[config.mk]
export PLATFORM = sky130hd
export DESIGN_NAME = msg_schedule_flat
export DESIGN_NICKNAME = d
export VERILOG_FILES = /design/src/rtl/sha256_pkg.sv /design/src/rtl/msg_schedule_if.sv /design/src/rtl/msg_sched_sigma.sv /design/src/rtl/msg_schedule.sv /design/src/flat_wrapper.sv
export SDC_FILE = /design/constraint.sdc
export NUM_CORES = 1
export LEC_CHECK = 0
export CORE_ASPECT_RATIO = 0.8
export CORE_MARGIN = 5
export CORE_UTILIZATION = 60
export CTS_BUF_LIST = sky130_fd_sc_hd__clkbuf_16
export DETAILED_ROUTE_END_ITERATION = 6
export PLACE_DENSITY = 0.85
export SYNTH_ARGS = -nofsm -noshare
export SYNTH_HDL_FRONTEND = slang
export SYNTH_SLANG_ARGS = --single-unit
[constraint.sdc]
create_clock -name clk -period 5 [get_ports clk]
set_clock_uncertainty 0.1 [all_clocks]
set_input_delay 1 -clock clk [delete_from_list [all_inputs] [get_ports clk]]
set_output_delay 1 -clock clk [all_outputs]
set_load 0.005 [all_outputs]
[src/rtl/sha256_pkg.sv]
// Shared definitions for the SHA-256 message-schedule block.
// Contents: word width, small-sigma rotate/shift amounts, FSM state
// encoding, default schedule length and a rotate-right helper.
package sha256_pkg;

    localparam int WORD_W         = 32;
    localparam int ROUNDS_DEFAULT = 64;

    // s0(x) = rotr7 ^ rotr18 ^ shr3
    localparam int S0_ROT_A = 7;
    localparam int S0_ROT_B = 18;
    localparam int S0_SHR   = 3;

    // s1(x) = rotr17 ^ rotr19 ^ shr10
    localparam int S1_ROT_A = 17;
    localparam int S1_ROT_B = 19;
    localparam int S1_SHR   = 10;

    typedef enum logic [1:0] {
        ST_IDLE   = 2'd0,
        ST_LOAD   = 2'd1,
        ST_EXPAND = 2'd2
    } state_t;

    function automatic logic [WORD_W-1:0] rotr(input logic [WORD_W-1:0] x,
                                               input int unsigned       n);
        return (x >> n) | (x << (WORD_W - n));
    endfunction

endpackage

[src/rtl/msg_schedule_if.sv]
// Handshake bundle between the message loader, the schedule expander and
// the round engine.
//   load_valid/load_data/load_ready : message word input (16 words per block)
//   w_valid/w_data/w_index/w_ready  : schedule word output stream
//   busy/done                        : block status
// slave  : view of the expander (msg_schedule)
// master : view of the surrounding logic (loader + round engine)
interface msg_schedule_if;
    import sha256_pkg::*;

    logic              load_valid;
    logic [WORD_W-1:0] load_data;
    logic              load_ready;
    logic              w_valid;
    logic [WORD_W-1:0] w_data;
    logic [5:0]        w_index;
    logic              w_ready;
    logic              busy;
    logic              done;

    modport slave (
        input  load_valid, load_data, w_ready,
        output load_ready, w_valid, w_data, w_index, busy, done
    );

    modport master (
        output load_valid, load_data, w_ready,
        input  load_ready, w_valid, w_data, w_index, busy, done
    );

endinterface

[src/rtl/msg_sched_sigma.sv]
// SHA-256 small-sigma function, purely combinational.
//   SEL = 0 : s0(x) = rotr7  ^ rotr18 ^ shr3
//   SEL = 1 : s1(x) = rotr17 ^ rotr19 ^ shr10
// Ports:
//   i_x : input word
//   o_y : sigma(i_x)
module msg_sched_sigma
    import sha256_pkg::*;
#(
    parameter int unsigned SEL = 0
) (
    input  logic [WORD_W-1:0] i_x,
    output logic [WORD_W-1:0] o_y
);

    localparam int unsigned ROT_A = (SEL == 0) ? S0_ROT_A : S1_ROT_A;
    localparam int unsigned ROT_B = (SEL == 0) ? S0_ROT_B : S1_ROT_B;
    localparam int unsigned SHR   = (SEL == 0) ? S0_SHR   : S1_SHR;

    assign o_y = rotr(i_x, ROT_A) ^ rotr(i_x, ROT_B) ^ (i_x >> SHR);

endmodule

[src/rtl/msg_schedule.sv]
// SHA-256 message-schedule expander.
// Takes a block as 16 big-endian words W[0..15] and streams W[0..ROUNDS-1],
// one word per handshake, to the compression-round stage.
// Ports:
//   clk   : system clock, all state on rising edge
//   rst   : synchronous, active-high reset
//   sched : msg_schedule_if.slave (load stream in, schedule stream out,
//           busy/done status)
//
// state     | meaning
// ----------+-----------------------------------------------------------
// ST_IDLE   | waiting for W[0]; load_ready=1
// ST_LOAD   | collecting W[1..15] into the window, lc = next slot
// ST_EXPAND | presenting win[0] as W[t]; each handshake shifts the window
//           | and appends the next expanded word
module msg_schedule
    import sha256_pkg::*;
#(
    parameter int ROUNDS = ROUNDS_DEFAULT
) (
    input  logic           clk,
    input  logic           rst,
    msg_schedule_if.slave  sched
);

    state_t            r_state;
    logic [3:0]        r_lc;
    logic [5:0]        r_t;
    logic [WORD_W-1:0] r_win [16];
    logic              r_load_ready;
    logic              r_w_valid;
    logic              r_busy;
    logic              r_done;

    logic              w_load_hs;
    logic              w_out_hs;
    logic              w_last;
    logic [WORD_W-1:0] w_s0;
    logic [WORD_W-1:0] w_s1;
    logic [WORD_W-1:0] w_new;

    // load_ready is low in EXPAND, so load_valid is ignored there.
    assign w_load_hs = sched.load_valid & r_load_ready;
    assign w_out_hs  = r_w_valid & sched.w_ready;
    assign w_last    = (r_t == 6'(ROUNDS - 1));

    msg_sched_sigma #(.SEL(0)) u_sigma0 (.i_x(r_win[1]),  .o_y(w_s0));
    msg_sched_sigma #(.SEL(1)) u_sigma1 (.i_x(r_win[14]), .o_y(w_s1));

    assign w_new = w_s1 + r_win[9] + w_s0 + r_win[0];

    // Window has no reset: its contents only matter after a full load.
    // lc is 0 in IDLE (reset value, and it wraps 15 -> 0 on the last load),
    // so win[lc] covers the first word too.
    always_ff @(posedge clk) begin
        if (w_load_hs) begin
            r_win[r_lc] <= sched.load_data;
        end else if (w_out_hs) begin
            for (int i = 0; i < 15; i++) begin
                r_win[i] <= r_win[i+1];
            end
            r_win[15] <= w_new;
        end
    end

    always_ff @(posedge clk) begin
        if (rst) begin
            r_state      <= ST_IDLE;
            r_lc         <= 4'd0;
            r_t          <= 6'd0;
            r_load_ready <= 1'b1;
            r_w_valid    <= 1'b0;
            r_busy       <= 1'b0;
            r_done       <= 1'b0;
        end else begin
            r_done <= 1'b0;
            case (r_state)
                ST_IDLE: begin
                    if (w_load_hs) begin
                        r_lc    <= 4'd1;
                        r_busy  <= 1'b1;
                        r_state <= ST_LOAD;
                    end
                end
                ST_LOAD: begin
                    if (w_load_hs) begin
                        r_lc <= r_lc + 4'd1;
                        if (r_lc == 4'd15) begin
                            r_t          <= 6'd0;
                            r_load_ready <= 1'b0;
                            r_w_valid    <= 1'b1;
                            r_state      <= ST_EXPAND;
                        end
                    end
                end
                ST_EXPAND: begin
                    if (w_out_hs) begin
                        if (w_last) begin
                            r_t          <= 6'd0;
                            r_w_valid    <= 1'b0;
                            r_load_ready <= 1'b1;
                            r_busy       <= 1'b0;
                            r_done       <= 1'b1;
                            r_state      <= ST_IDLE;
                        end else begin
                            r_t <= r_t + 6'd1;
                        end
                    end
                end
                default: begin
                    r_lc         <= 4'd0;
                    r_t          <= 6'd0;
                    r_load_ready <= 1'b1;
                    r_w_valid    <= 1'b0;
                    r_busy       <= 1'b0;
                    r_state      <= ST_IDLE;
                end
            endcase
        end
    end

    assign sched.load_ready = r_load_ready;
    assign sched.w_valid    = r_w_valid;
    assign sched.w_data     = r_win[0];
    assign sched.w_index    = r_t;
    assign sched.busy       = r_busy;
    assign sched.done       = r_done;

endmodule

[src/flat_wrapper.sv]
// flat-port wrapper written by rule: the top's interface ports become plain ports
module msg_schedule_flat import sha256_pkg::*;
#(
    parameter int ROUNDS = ROUNDS_DEFAULT
)
  (clk, rst, sched_load_valid, sched_load_data, sched_w_ready, sched_load_ready, sched_w_valid, sched_w_data, sched_w_index, sched_busy, sched_done);
  msg_schedule_if sched_i ();
  input  logic clk;
  input  logic rst;
  input wire logic [$bits(sched_i.load_valid)-1:0] sched_load_valid;
  input wire logic [$bits(sched_i.load_data)-1:0] sched_load_data;
  input wire logic [$bits(sched_i.w_ready)-1:0] sched_w_ready;
  output wire logic [$bits(sched_i.load_ready)-1:0] sched_load_ready;
  output wire logic [$bits(sched_i.w_valid)-1:0] sched_w_valid;
  output wire logic [$bits(sched_i.w_data)-1:0] sched_w_data;
  output wire logic [$bits(sched_i.w_index)-1:0] sched_w_index;
  output wire logic [$bits(sched_i.busy)-1:0] sched_busy;
  output wire logic [$bits(sched_i.done)-1:0] sched_done;
  assign sched_i.load_valid = sched_load_valid;
  assign sched_i.load_data = sched_load_data;
  assign sched_i.w_ready = sched_w_ready;
  assign sched_load_ready = sched_i.load_ready;
  assign sched_w_valid = sched_i.w_valid;
  assign sched_w_data = sched_i.w_data;
  assign sched_w_index = sched_i.w_index;
  assign sched_busy = sched_i.busy;
  assign sched_done = sched_i.done;
  msg_schedule #(.ROUNDS(ROUNDS)) u_core (.clk(clk), .rst(rst), .sched(sched_i));
endmodule
======== After elaboration in Yosys (flattened, before gate mapping) ========
Memories as Yosys holds them, arrays and structs flattened.
Cells that the tools add are included.
storage, ports and cells
  register bits ........................... 16
  RAM bits ................................ 512
  output and inout bits ................... 42
  ROM bits ................................ 0
  input bits .............................. 36
  memories ................................ 1
  word-level logic and storage cells ...... 79
  latch bits .............................. 0
operators by class
  multiplexer cells ....................... 35
  order comparisons ....................... 0
  shift operators ......................... 0
  divide/modulo/power cells ............... 0
  multiply operators ...................... 0
  $add $sub $neg .......................... 5
  bitwise logic cells ..................... 14
  reductions and logical operators ........ 8
  equal/unequal tests ..................... 9
memory list
  name          words  bits a word  rd ports  clocked after memory_dff  write ports  RTL line            source
  u_core.r_win  16     32           16        0                         16           msg_schedule.sv:29  logic [WORD_W-1:0] r_win [16];
operators by type and width
  cell                   count
  $add A32 B32 Y32       3
  $xor A32 B32 Y32       2
  $mux W32               1
  $or A13 B32 Y32        1
  $or A14 B32 Y32        1
  $or A15 B32 Y32        1
  $or A25 B32 Y32        1
  $reduce_or A32 Y1      1
  $xor A32 B22 Y32       1
  $xor A32 B29 Y32       1
  $mux W6                4
  $pmux W6 S3            1
  $mux W1                16
  $mux W4                3
  $pmux W4 S3            1
  $mux W2                5
  $ne A2 B1 Y1 const B   5
  $reduce_and A5 Y1      2
  $pmux W1 S3            3
  $reduce_and A4 Y1      2
  $add A6 B1 Y6 const B  1
  $eq A6 B6 Y1 const B   1
  $pmux W2 S3            1
  $add A4 B1 Y4 const B  1
  other kinds (8)        12

======== Logic depth before layout (Yosys ltp) ========
Gate-level depths: netlist of run 1.
  word-level depth ........................ 6
  mapped depth ............................ 16
  depth with buffers taken out ............ 16

======== Cells and area by module ========
A second synthesis of run 1 with hierarchy kept.
unflattened totals
  cell total of the unflattened synthesis .. 1929
  area total of the unflattened synthesis .. 25959.9 um2
modules (own cells, without submodules)
  module                              area an instance (um2)  cells each  instances
  msg_schedule                        24622.4                 1865        1
  msg_sched_sigma at u_core.u_sigma0  726.9                   32          1
  msg_sched_sigma at u_core.u_sigma1  610.6                   32          1

======== Least setup slack after synthesis of run 1 ========
OpenSTA, ideal clock, no wires.
  kind .................................... input -> register
  start point ............................. in sched_load_valid
  end point ............................... mem u_core.r_win[11][0], enable pin
  path buffers ............................ 1
  setup time .............................. 0.466 ns
  stages on the path ...................... 4
  arrival time ............................ 3.776 ns
  slack ................................... 0.659 ns
  cells stage by stage .................... and2_1 > clkbuf_1 > nand2_1 > o21ai_0
RTL lines
  item             RTL line            source
  start, declared  flat_wrapper.sv:10  input wire logic [$bits(sched_i.load_valid)-1:0] sched_load_valid;
  end, declared    msg_schedule.sv:29

==> impl_metrics.tcl, run 1 <==
set metrics [dict create \
    worst_setup_path_start_kind "register" \
    area_growth_pct 11.9 \
    r2r_start "u_core.r_win[1][23]$_DFFE_PP_" \
    die_w_um 240 \
    ys_top_cells_by_area "edfxtp_1 61%, a21o_1 15%, fa_1 4.9%" \
    crit_chain "xnor2_1 -> xnor2_1 -> fa_1 -> inv_1 -> fa_1 -> inv_1 -> ha_1 -> nand2_1 -> nor4_1 -> a21oi_1 -> xnor2_1 -> a21o_1" \
    ys_seq_area_frac 0.619 \
    placed_cells 2399 \
    antenna_found_initial 1 \
    cts_hold_buf 0 \
    numPortBuffers 77 \
    tightest_slew_ns 1.02 \
    num_rows 67 \
    synth_edf_count 512 \
    stdcell_area_um2 28400 \
    core_area_um2 41800 \
    holdCritPathClass "reg -> reg" \
    setup_viol 0 \
    relSlewSlack 0.319 \
    arrival_ns 5.02 \
    fin_crit_ns 4.62 \
    critPathRequiredTime_ns 5.40 \
    grt_use_total 0.291 \
    rsz0062_at_grt "false" \
    setup_tns_ns 0 \
    cpMostUsedCell "xnor2_1" \
    max-cap-violations 0 \
    postLayoutCoreUtil 0.678 \
    hpwl_um 46600 \
    vias 15887 \
    clockBufferDepth 3 \
    reg2reg_setup_slack_ns 0.38 \
    ios 78 \
    yosys.area.top_type_share 0.607 \
    h-tree-depth 2 \
    die_area_um2 46500 \
    gp_congestion 1.02 \
    fmax_mhz 217 \
    wl_met2_um 29300 \
    viasPerCell 6.39 \
    clk_pin_slew_worst_paths_ns 0.07 \
    ant_nets 0 \
    hold_depth 2 \
    cellLeakagePower_nw 12.2 \
    gr-total-overflow 0 \
    layout-drive-gt1-share 0.0677 \
    drc 0 \
    drt_pass1_iterations 6 \
    p_total_mw 10.6 \
    r2r-end "u_core.r_win[15][20]$_DFFE_PP_" \
    clock-root-buffer "clkbuf_16" \
    wl_um 67800 \
    crit_path_max_incr_delay_ns 0.69 \
    start_util 0.606 \
    ctsResizeCount 0 \
    place_ws_ns 0.489 \
    period_share 0.923 \
    cp_max_fo 6 \
    grt_max_degree 118 \
    highest_layer "met4" \
    synth.largest_area_cell "edfxtp_1" \
    worstSetupPathType "reg -> reg" \
    cp-end-kind "register" \
    die_y_um 194 \
    wire_per_inst_um 27.2 \
    yosys.cell_count.top_type "edfxtp_1" \
    antenna_cells 0 \
    yosys_register_bits 528 \
    tritoncts "yes" \
    p_per_area_nw_per_um2 374 \
    grt_pass1_wl_um 100000 \
    nets 2033 \
    drv_slew 0 \
    worst-r2r-cell-count 12 \
    whs_ns 0.399 \
    synthArstFlopShare 0 \
    grt_pass1_vias 15392 \
    avgSynthCellArea_um2 13.5 \
    clkLatencyLatePin_ns 0.63 \
    final-hold-violation-count 0 \
    fin_cells 2487 \
    min_from "u_core.sched.w_valid$_SDFFE_PP0P_" \
    vdd_drop_max_v 0.000288 \
    yosys_warnings 0 \
    status "completed" \
    routedLengthMet1_um 28200 \
    wl_met3_um 9090 \
    worstHoldEndpoint "u_core.sched.w_valid$_SDFFE_PP0P_" \
    synth_common_cells "512 x edfxtp_1, 504 x a21o_1, 142 x inv_1" \
    cts.sink_count 528 \
    setup_ws_ns 0.383 \
    ys_types 57 \
    placed_cell_area_um2 26700 \
    cts_inserted_buffers 50 \
    syn_area_um2 25300 \
    crit_path_top_delay_cell "nor4_1" \
    ys.flop_type "edfxtp_1" \
    syn_nets 2013 \
    synthesis.instances 1879 \
    drtIter0Drc 2496 \
    post_cts_buffers 0 \
]
==> critical path, delay by kind of cell, from the launching register on <==
kind,cells,cell delay [ns]
flip-flops,1,0.55
AO/OA/AOI/OAI,2,0.39
AND/OR/NAND/NOR,2,0.84
adder cells (fa/ha/maj),3,1.56
XOR/XNOR,3,0.94
buffers and inverters,2,0.14
==> registers in the layout (all words and copies together), names as in the netlist <==
name / flops
u_core.sched.w_index: 6
u_core.sched.busy: 1
u_core.r_lc: 4
u_core.sched.done: 1
u_core.r_state: 2
u_core.sched.load_ready: 1
u_core.sched.w_valid: 1
u_core.r_win: 512
==> routing by layer <==
layer / global-route usage / up-vias
met3: 0.0832 / 96
met5: 0 / -
met1: 0.453 / 8026
met4: 0.0606 / 0
li1: - / 6756
met2: 0.413 / 1009
==> layout by cell type (no fill, tap or decap), drive strengths merged, types with 5 or more instances in the layout <==
master	Yosys	layout
or2	5	5
ha	36	36
a21oi	48	48
nor3	8	8
a21o	504	504
clkinv	0	22
bufinv	0	6
edfxtp	512	512
nand2	68	68
dfxtp	16	16
and2	36	36
o21ai	38	38
clkbuf	108	51
xor2	23	23
fa	62	62
inv	142	150
xnor2	123	123
o211ai	5	5
a31oi	6	6
nor2	33	33
nand3	12	12
clkdlybuf4s50	0	77
or3	5	5
nor2b	5	5
buf	29	28
==> how the worst max path moves through the flow <==
stage,startpoint,to,slack [ns],cells after the start
final,u_core.r_win[1][23]$_DFFE_PP_,u_core.r_win[15][20]$_DFFE_PP_,0.38,12
after global placement,u_core.r_win[1][11]$_DFFE_PP_,u_core.r_win[15][16]$_DFFE_PP_,0.53,14
after global routing,u_core.r_win[1][8]$_DFFE_PP_,u_core.r_win[15][25]$_DFFE_PP_,0.21,16
after floorplan,sched_load_valid,u_core.r_win[11][0]$_DFFE_PP_,0.66,4
after CTS,u_core.r_win[1][10]$_DFFE_PP_,u_core.r_win[15][25]$_DFFE_PP_,0.49,14
after detailed placement,u_core.r_win[1][10]$_DFFE_PP_,u_core.r_win[15][25]$_DFFE_PP_,0.49,14
==> kinds of logic after synthesis <==
logic type,Yosys count,share of synthesized area
buffers and inverters,279,0.0430
multiplexers,1,0.000395
flip-flops,528,0.619
XOR/XNOR,146,0.0505
adder cells (fa/ha/maj),98,0.0668
AO/OA/AOI/OAI,634,0.182
AND/OR/NAND/NOR,193,0.0376
==> layout make-up <==
class                   count  area, um2
well taps                 552        691
multi-input cells        1072       8740
repair buffers            105       1060
fillers                  2832      13500
clock buffers              51       1280
clock inverters            37        362
inverters                 142        533
flip-flops and latches    528      15700
==> where the power goes <==
group | internal, mW | switching [mW]
combinational | 0.694 | 1.12
clock | 2.16 | 1.66
sequential | 4.90 | 0.0574
total | 7.76 | 2.83
No activity file was read; power rests on OpenSTA's default activity.
==> inputs of run 2 (changes only) <==
- CAP_MARGIN: not set -> 20
==> results of run 2 <==
Final layout, timing and power as in run 1 (identical DEF).
